**src/rtl/mips_multicycle_control_pkg.sv**
```systemverilog
// Shared encodings for the multicycle MIPS control FSM: states, ALUOp/select codes,
// opcode/funct values and the packed control-word bundle driven by the decoder.
package mips_multicycle_control_pkg;

  typedef enum logic [3:0] {
    S_FETCH    = 4'd0,
    S_DECODE   = 4'd1,
    S_MEMADR   = 4'd2,
    S_MEMREAD  = 4'd3,
    S_MEMWB    = 4'd4,
    S_MEMWRITE = 4'd5,
    S_REXEC    = 4'd6,
    S_RWB      = 4'd7,
    S_IEXEC    = 4'd8,
    S_IWB      = 4'd9,
    S_BRANCH   = 4'd10,
    S_JUMP     = 4'd11,
    S_JR       = 4'd12
  } state_t;

  localparam logic [1:0] ALUOP_ADD   = 2'b00;
  localparam logic [1:0] ALUOP_SUB   = 2'b01;
  localparam logic [1:0] ALUOP_FUNCT = 2'b10;
  localparam logic [1:0] ALUOP_OPC   = 2'b11;

  localparam logic [1:0] SRCB_RT    = 2'b00;
  localparam logic [1:0] SRCB_FOUR  = 2'b01;
  localparam logic [1:0] SRCB_IMM   = 2'b10;
  localparam logic [1:0] SRCB_IMMSH = 2'b11;

  localparam logic [1:0] PCSRC_ALU    = 2'b00;
  localparam logic [1:0] PCSRC_ALUOUT = 2'b01;
  localparam logic [1:0] PCSRC_JUMP   = 2'b10;
  localparam logic [1:0] PCSRC_RS     = 2'b11;

  localparam logic [5:0] OP_RTYPE = 6'b000000;
  localparam logic [5:0] OP_J     = 6'b000010;
  localparam logic [5:0] OP_BEQ   = 6'b000100;
  localparam logic [5:0] OP_BNE   = 6'b000101;
  localparam logic [5:0] OP_ADDI  = 6'b001000;
  localparam logic [5:0] OP_SLTI  = 6'b001010;
  localparam logic [5:0] OP_ANDI  = 6'b001100;
  localparam logic [5:0] OP_ORI   = 6'b001101;
  localparam logic [5:0] OP_XORI  = 6'b001110;
  localparam logic [5:0] OP_LW    = 6'b100011;
  localparam logic [5:0] OP_SW    = 6'b101011;

  localparam logic [5:0] FN_SLL = 6'b000000;
  localparam logic [5:0] FN_SRL = 6'b000010;
  localparam logic [5:0] FN_SRA = 6'b000011;
  localparam logic [5:0] FN_JR  = 6'b001000;
  localparam logic [5:0] FN_ADD = 6'b100000;
  localparam logic [5:0] FN_SUB = 6'b100010;
  localparam logic [5:0] FN_AND = 6'b100100;
  localparam logic [5:0] FN_OR  = 6'b100101;
  localparam logic [5:0] FN_XOR = 6'b100110;
  localparam logic [5:0] FN_NOR = 6'b100111;
  localparam logic [5:0] FN_SLT = 6'b101010;

  typedef struct packed {
    logic       mem_req;
    logic       mem_write;
    logic       iord;
    logic       ir_write;
    logic       reg_write;
    logic       reg_dst;
    logic       mem_to_reg;
    logic       alu_src_a;
    logic [1:0] alu_src_b;
    logic       zext_imm;
    logic [1:0] alu_op;
    logic [1:0] pc_src;
    logic       pc_en;
    logic       illegal_op;
  } ctrl_t;

  function automatic logic is_alu_funct(input logic [5:0] f);
    case (f)
      FN_ADD, FN_SUB, FN_SLL, FN_SRL, FN_SRA,
      FN_AND, FN_OR, FN_XOR, FN_NOR, FN_SLT: return 1'b1;
      default:                               return 1'b0;
    endcase
  endfunction

endpackage

```
**src/rtl/mips_multicycle_control.sv**
```systemverilog
// Main control FSM of the multicycle MIPS core: sequences fetch/decode/execute/mem/writeback
// over a shared variable-latency memory port with a mem_req/mem_ready handshake.
module mips_multicycle_control
  import mips_multicycle_control_pkg::*;
(
  input  logic       clk,
  input  logic       rst,
  input  logic [5:0] op_code,
  input  logic [5:0] funct,
  input  logic       zero,
  input  logic       mem_ready,
  output logic       mem_req,
  output logic       MemWrite,
  output logic       IorD,
  output logic       IRWrite,
  output logic       RegWrite,
  output logic       RegDst,
  output logic       MemtoReg,
  output logic       ALUSrcA,
  output logic [1:0] ALUSrcB,
  output logic       zext_imm,
  output logic [1:0] ALUOp,
  output logic [1:0] PCSrc,
  output logic       pc_en,
  output logic       illegal_op
);

  state_t r_state;
  state_t w_state_next;
  logic   r_illegal;
  logic   w_illegal_next;
  ctrl_t  w_ctrl;

  always_ff @(posedge clk or posedge rst) begin
    if (rst) begin
      r_state   <= S_FETCH;
      r_illegal <= 1'b0;
    end else begin
      r_state   <= w_state_next;
      r_illegal <= w_illegal_next;
    end
  end

  always_comb begin
    w_state_next   = r_state;
    w_illegal_next = 1'b0;
    case (r_state)
      S_FETCH:    if (mem_ready) w_state_next = S_DECODE;
      S_DECODE: begin
        case (op_code)
          OP_LW, OP_SW:                            w_state_next = S_MEMADR;
          OP_RTYPE:                                w_state_next = (funct == FN_JR) ? S_JR : S_REXEC;
          OP_BEQ, OP_BNE:                          w_state_next = S_BRANCH;
          OP_ADDI, OP_SLTI, OP_ANDI, OP_ORI, OP_XORI: w_state_next = S_IEXEC;
          OP_J:                                    w_state_next = S_JUMP;
          default: begin
            w_state_next   = S_FETCH;
            w_illegal_next = 1'b1;
          end
        endcase
      end
      S_MEMADR: begin
        if (op_code == OP_LW)      w_state_next = S_MEMREAD;
        else if (op_code == OP_SW) w_state_next = S_MEMWRITE;
        else                       w_state_next = S_FETCH;
      end
      S_MEMREAD:  if (mem_ready) w_state_next = S_MEMWB;
      S_MEMWRITE: if (mem_ready) w_state_next = S_FETCH;
      S_REXEC: begin
        // funct legality is resolved here so the bad instruction never reaches writeback
        if (is_alu_funct(funct)) begin
          w_state_next = S_RWB;
        end else begin
          w_state_next   = S_FETCH;
          w_illegal_next = 1'b1;
        end
      end
      S_IEXEC:    w_state_next = S_IWB;
      S_MEMWB, S_RWB, S_IWB, S_BRANCH, S_JUMP, S_JR: w_state_next = S_FETCH;
      default:    w_state_next = S_FETCH;
    endcase
  end

  // Outputs are forced low for the whole reset window, even though the state already reads FETCH.
  always_comb begin
    w_ctrl = '0;
    if (!rst) begin
      w_ctrl.illegal_op = r_illegal;
      case (r_state)
        S_FETCH: begin
          w_ctrl.mem_req   = 1'b1;
          w_ctrl.alu_src_b = SRCB_FOUR;
          w_ctrl.alu_op    = ALUOP_ADD;
          w_ctrl.pc_src    = PCSRC_ALU;
          w_ctrl.ir_write  = mem_ready;
          w_ctrl.pc_en     = mem_ready;
        end
        S_DECODE:   w_ctrl.alu_src_b = SRCB_IMMSH;
        S_MEMADR: begin
          w_ctrl.alu_src_a = 1'b1;
          w_ctrl.alu_src_b = SRCB_IMM;
        end
        S_MEMREAD: begin
          w_ctrl.mem_req = 1'b1;
          w_ctrl.iord    = 1'b1;
        end
        S_MEMWB: begin
          w_ctrl.reg_write  = 1'b1;
          w_ctrl.mem_to_reg = 1'b1;
        end
        S_MEMWRITE: begin
          w_ctrl.mem_req   = 1'b1;
          w_ctrl.mem_write = 1'b1;
          w_ctrl.iord      = 1'b1;
        end
        S_REXEC: begin
          w_ctrl.alu_src_a = 1'b1;
          w_ctrl.alu_src_b = SRCB_RT;
          w_ctrl.alu_op    = ALUOP_FUNCT;
        end
        S_RWB: begin
          w_ctrl.reg_write = 1'b1;
          w_ctrl.reg_dst   = 1'b1;
        end
        S_IEXEC: begin
          w_ctrl.alu_src_a = 1'b1;
          w_ctrl.alu_src_b = SRCB_IMM;
          w_ctrl.alu_op    = ALUOP_OPC;
          w_ctrl.zext_imm  = (op_code == OP_ANDI) || (op_code == OP_ORI) || (op_code == OP_XORI);
        end
        S_IWB:      w_ctrl.reg_write = 1'b1;
        S_BRANCH: begin
          w_ctrl.alu_src_a = 1'b1;
          w_ctrl.alu_src_b = SRCB_RT;
          w_ctrl.alu_op    = ALUOP_SUB;
          w_ctrl.pc_src    = PCSRC_ALUOUT;
          w_ctrl.pc_en     = (op_code == OP_BNE) ? !zero : zero;
        end
        S_JUMP: begin
          w_ctrl.pc_src = PCSRC_JUMP;
          w_ctrl.pc_en  = 1'b1;
        end
        S_JR: begin
          w_ctrl.pc_src = PCSRC_RS;
          w_ctrl.pc_en  = 1'b1;
        end
        default: w_ctrl.illegal_op = r_illegal;
      endcase
    end
  end

  assign mem_req    = w_ctrl.mem_req;
  assign MemWrite   = w_ctrl.mem_write;
  assign IorD       = w_ctrl.iord;
  assign IRWrite    = w_ctrl.ir_write;
  assign RegWrite   = w_ctrl.reg_write;
  assign RegDst     = w_ctrl.reg_dst;
  assign MemtoReg   = w_ctrl.mem_to_reg;
  assign ALUSrcA    = w_ctrl.alu_src_a;
  assign ALUSrcB    = w_ctrl.alu_src_b;
  assign zext_imm   = w_ctrl.zext_imm;
  assign ALUOp      = w_ctrl.alu_op;
  assign PCSrc      = w_ctrl.pc_src;
  assign pc_en      = w_ctrl.pc_en;
  assign illegal_op = w_ctrl.illegal_op;

endmodule
```
**config.mk**
```make
export PLATFORM = sky130hd
export DESIGN_NAME = mips_multicycle_control
export DESIGN_NICKNAME = d
export VERILOG_FILES = /design/src/rtl/mips_multicycle_control_pkg.sv /design/src/rtl/mips_multicycle_control.sv
export SDC_FILE = /design/constraint.sdc
export NUM_CORES = 1
export LEC_CHECK = 0
export CORE_MARGIN = 2
export CORE_UTILIZATION = 38
export CTS_CLUSTER_DIAMETER = 150
export CTS_CLUSTER_SIZE = 8
export DETAILED_ROUTE_END_ITERATION = 6
export GPL_TIMING_DRIVEN = 0
export PLACE_DENSITY = 0.76
export SYNTH_ARGS = -nofsm -noshare
export SYNTH_HDL_FRONTEND = slang
export SYNTH_SLANG_ARGS = --single-unit
```
**constraint.sdc**
```tcl
create_clock -name clk -period 1.54 [get_ports clk]
set_input_delay 0.462 -clock clk [delete_from_list [all_inputs] [get_ports clk]]
set_output_delay 0.462 -clock clk [all_outputs]
set_load 0.01 [all_outputs]
```
# --- Yosys cells after proc, flatten, opt, wreduce, memory -nomap -nowiden ---
# Cells that the tools add are included.
word_totals:
  reg_bits: 5
  elab_cells: 82
op_classes:
  eq_ne: 35
  n_mux: 28
  reduce_logical: 17
op_table:
  columns: ["cell", "n"]
  rows:
  - ["$eq A6 B6 Y1 const B", 9]
  - ["$eq A6 B4 Y1 const B", 6]
  - ["$pmux W4 S7", 1]
  - ["$eq A4 B4 Y1 const B", 5]
  - ["$pmux W4 S5", 1]
  - ["$eq A6 B2 Y1 const B", 3]
  - ["$mux W17", 1]
  - ["$eq A4 B3 Y1 const B", 4]
  - ["$mux W4", 4]
  - ["$mux W1", 14]
  - ["$eq A6 B3 Y1 const B", 2]
  - ["$logic_not A6 Y1", 2]
  - ["$pmux W2 S3", 2]
  - ["$pmux W3 S4", 1]
  - ["$reduce_or A11 Y1", 1]
  - ["$reduce_or A10 Y1", 1]
  - ["$mux W3", 3]
  - ["$eq A4 B2 Y1 const B", 2]
  - ["$reduce_or A2 Y1", 4]
  - ["$ne A2 B2 Y1 const B", 3]
  - ["$reduce_or A3 Y1", 2]
  - ["$reduce_or A5 Y1", 1]
  - ["$eq A4 B1 Y1 const B", 1]
  - ["$logic_not A4 Y1", 1]
  - ["5 further kinds", 6]

# --- Depth between registers and ports, before layout ---
logic_depth:
  depth_word: 6
  mapped_depth: 6
  depth_no_buf: 5

# --- Worst setup path before layout ---
# No wires, ideal clock.
synth_path:
  path_kind: "input port to output port"
  from: "in rst"
  to: "out zext_imm"
  t_arrival_ns: 1.362
  required_ns: 1.078
  path_slack_ns: -0.284
  path_stages: 4
  n_path_buf: 1
  path_cell_list: "clkbuf_1 nor3_1 nand3_1 nor2_1"
synth_between:
  elab_chain_len: 1
synth_rtl:
  columns: ["item", "line_no", "source"]
  rows:
  - ["from (decl)", "mips_multicycle_control.sv:7", "input logic rst,"]
  - ["$mux W17", "mips_multicycle_control.sv:87", "if (!rst) begin"]
  - ["to (decl)", "mips_multicycle_control.sv:21", "output logic zext_imm,"]
# No other way between the ends.

# --- Worst setup path after layout ---
layout_path:
  from: "reg r_state[2]"
  to: "out mem_req"
layout_between:
  elab_chain_len: 4
  word_cells_on_any_way: 6
  cone_classes: "2 x eq/ne; 2 x mux; 2 x reduce/logical"
layout_rtl:
  columns: ["item", "line_no", "source"]
  rows:
  - ["from (decl)", "mips_multicycle_control.sv:28", "state_t r_state;"]
  - ["from (signal assigned)", "mips_multicycle_control.sv:39", "r_state <= w_state_next;"]
  - ["$eq A4 B3 Y1 (tied with other cells)", "mips_multicycle_control.sv:89", "case (r_state)"]
  - ["$reduce_or A3 Y1 (no line) (*)", null, null]
  - ["$mux W1 (*)", "mips_multicycle_control.sv:89", null]
  - ["$mux W17 (*)", "mips_multicycle_control.sv:87", null]
  - ["to (decl)", "mips_multicycle_control.sv:12", "output logic mem_req,"]
# Mark *: on every way between the ends. The rest lies on a longest branch, timed or not.

==> flow_summary.toml <==
[worst_setup_path]
startpoint_type = "register"
critPathMaxFanout = 6
worstPathRequired_ps = 1080
rrSetupSlack_ps = -110
cp.arrival_ps = 1630
cp-end-kind = "output port"
worstSetupPathType = "reg -> out"

[placed_design]
dp_hpwl_microns = 1780
gp_congestion = 0.906
dp_slack_ps = -1130
portBuffers = 29

[floorplanning]
fp.dieH_microns = 49.3
start_util_pct = 40.1
core_area_sq_um = 1940
pin_count = 33
design.die.area_sq_um = 2430
die_x_microns = 49.3
row_count = 16

[sta]
report.final.slew_viol_count = 0
setup_violations = 20
hold_viol = 0
final.setup.worst_slack_ps = -548
fin_crit_sh_pct = 136
tightest_slew_ps = 392
maxSlewHeadroom_pct = 73.6
rsz0062_at_grt = "yes"
fin_skew_ps = 14.2
period_minus_slack_ps = 2090
fmax_mhz = 479

[global_routing]
grt_pass1_wl_microns = 5520
antenna_found_initial = 0
grt_start_max_net_pins = 11
grt-ovfl-total = 0
grt_usage_pct = 29.3
grt_pass1_vias = 1177

[layout]
area_delta_synth_final_pct = 108
final_util_pct = 83.6
drive_gt1_share_pct = 59.4
nFillCells = 105
n_antenna_cell = 0
final_common_cell = "buf_4"
final_cell_mix = "buf_4, buf_6, buf_2"
finalNetCount = 204

[routing]
vias_per_cell = 6.43
num_vias = 1376
drt_pass1_iterations = 4
routed_wl_microns = 4210
antenna_left = 0
drt_iter0_markers = 66
route.detailed.drc = 0
routedWlPerCell_microns = 19.7

[yosys]
synth_area_leader_cell = "dfrtp_1"
synth_edf_count = 0
synth_ff_type = "dfrtp_1"
yosys_register_bits = 5
avgSynthCellArea_sq_um = 6.61
synth_top_area_share_pct = 16.1
synth_nets = 134
async_reset_ff_share_pct = 100
synthDistinctLibCells = 42
ys_seq_area_share_pct = 16.1
syn_inst = 118
yosysWarnings = 0
synthTopCellsByArea = "dfrtp_1, nor2_1, nor3_1"
syn_area_sq_um = 779

[run_status]
status = "finished, violations left"
violations = "negative setup slack"

[power]
power.leakage_nw = 0.718
switching_share_pct = 45.9
power_density_nw_per_um2 = 938
max-vdd-ir-drop_mv = 1.00
pwr-share-comb_pct = 75.3
p_seq_share_pct = 14.0
p_switching_mw = 0.699
p_int_mw = 0.823
p_clk_share_pct = 10.7

[clocking]
hold_buffers = 0
cts_max_level = 1
cts_tree = "done"
cts.sinks = 5
clk_pin_slew_ps = 60
worstSkewPairLatency_ps = 250
numCtsBuffers = 3
cts_buffer_depth = 2
clockRootBuffer = "clkbuf_4"

[flow_run]
drv_cap = 0

[hold_path]
hp-class = "in -> async"
[repair_timing]
action / 4_1_cts / 5_1_grt
buffers inserted: 27 / 11
setup endpoints to repair: 22 / 20
pin swaps: 17 / 16
resized for setup: 131 / 26
[registers in the layout, summed over array words and instances, names as in the netlist]
| register | flops |
|---|---|
| r_illegal | 1 |
| r_state | 4 |
[critical path, stage by stage (launching register included)]
cell and delay (ps):
dfrtp_1 420, buf_4 170, nand2b_4 140, inv_1 70
nor3_2 190, a21oi_1 60, nor3_1 160, buf_2 170
[final timing paths]
path,cells after the start,to,start
worst max-delay path,7,mem_req,r_state[2]$_DFFE_PP0P_
worst min-delay path,4,r_state[2]$_DFFE_PP0P_,rst
worst max register to register,8,r_state[0]$_DFFE_PP0P_,r_state[0]$_DFFE_PP0P_
worst min register to register,3,r_state[0]$_DFFE_PP0P_,r_state[1]$_DFFE_PP0P_
max in group asynchronous,4,r_state[0]$_DFFE_PP0P_,rst
min in group clk,3,r_illegal$_DFF_PP0_,op_code[4]
[per-layer routing]
layer / routed length, microns / global-route usage, %
met5: 0 / 0
met4: 276 / 15.7
met3: 446 / 5.52
met2: 2000 / 51.4
met1: 1480 / 33.2
[logic make-up (layout without fill, tap and decap cells)]
logic type / Yosys count / count (layout) / share of synthesized area, %
and+or+nand+nor: 66 / 66 / 44.9
DFF: 5 / 5 / 16.1
AOI/OAI and AO/OA: 29 / 29 / 25.5
adders and majority gates: 1 / 1 / 1.44
xor gates and xnor gates: 4 / 4 / 4.50
buffers and inverters: 13 / 82 / 7.54
[synth_stat cells (2+ instances only)]
library cell  number
o211ai_1           2
a211oi_1           2
dfrtp_1            5
nor4_1             5
nand3_1            3
nand2b_1           4
nor3_1             9
nand2_1           10
o311ai_1           2
o21ai_0            4
xor2_1             2
buf_2              7
xnor2_1            2
inv_1              4
nor2_1            21
a21oi_1            7
nor3_2             2
nor2b_1            3
[area by class of cell]
cell class                 count  area [sq um]  area share, %
clock buffer                   4          26.3           1.62
multi-input combinational    100           798           49.2
sequential                     5           129           7.94
buffer                         9          91.3           5.63
timing repair buffer          65           522           32.2
inverter                       4          22.5           1.39
tap                           27          33.8           2.08
[power groups by stage]
stage	Combinational, mW	Clock, mW	Sequential, mW
after floorplan	0.397	0	0.193
after global placement	0.606	0	0.203
after detailed placement	0.618	0	0.202
after CTS	0.897	0.162	0.193
after global routing	1.19	0.182	0.212
final	1.15	0.162	0.213
[through the flow]
stage / TNS, ps / cell area [sq um] / total power [mW] / std cells / hold WS (ps)
final: -6410 / 1620 / 1.52 / 214 / 328
after CTS: -4280 / 1460 / 1.25 / 205 / 213
after detailed placement: -18180 / 1140 / 0.820 / 174 / 687
after global routing: -7320 / 1620 / 1.58 / 214 / 327
after global placement: -17490 / 1140 / 0.809 / 174 / 681
after floorplan: -409 / 817 / 0.590 / 118 / 229
No activity file was read; power rests on OpenSTA's default activity.
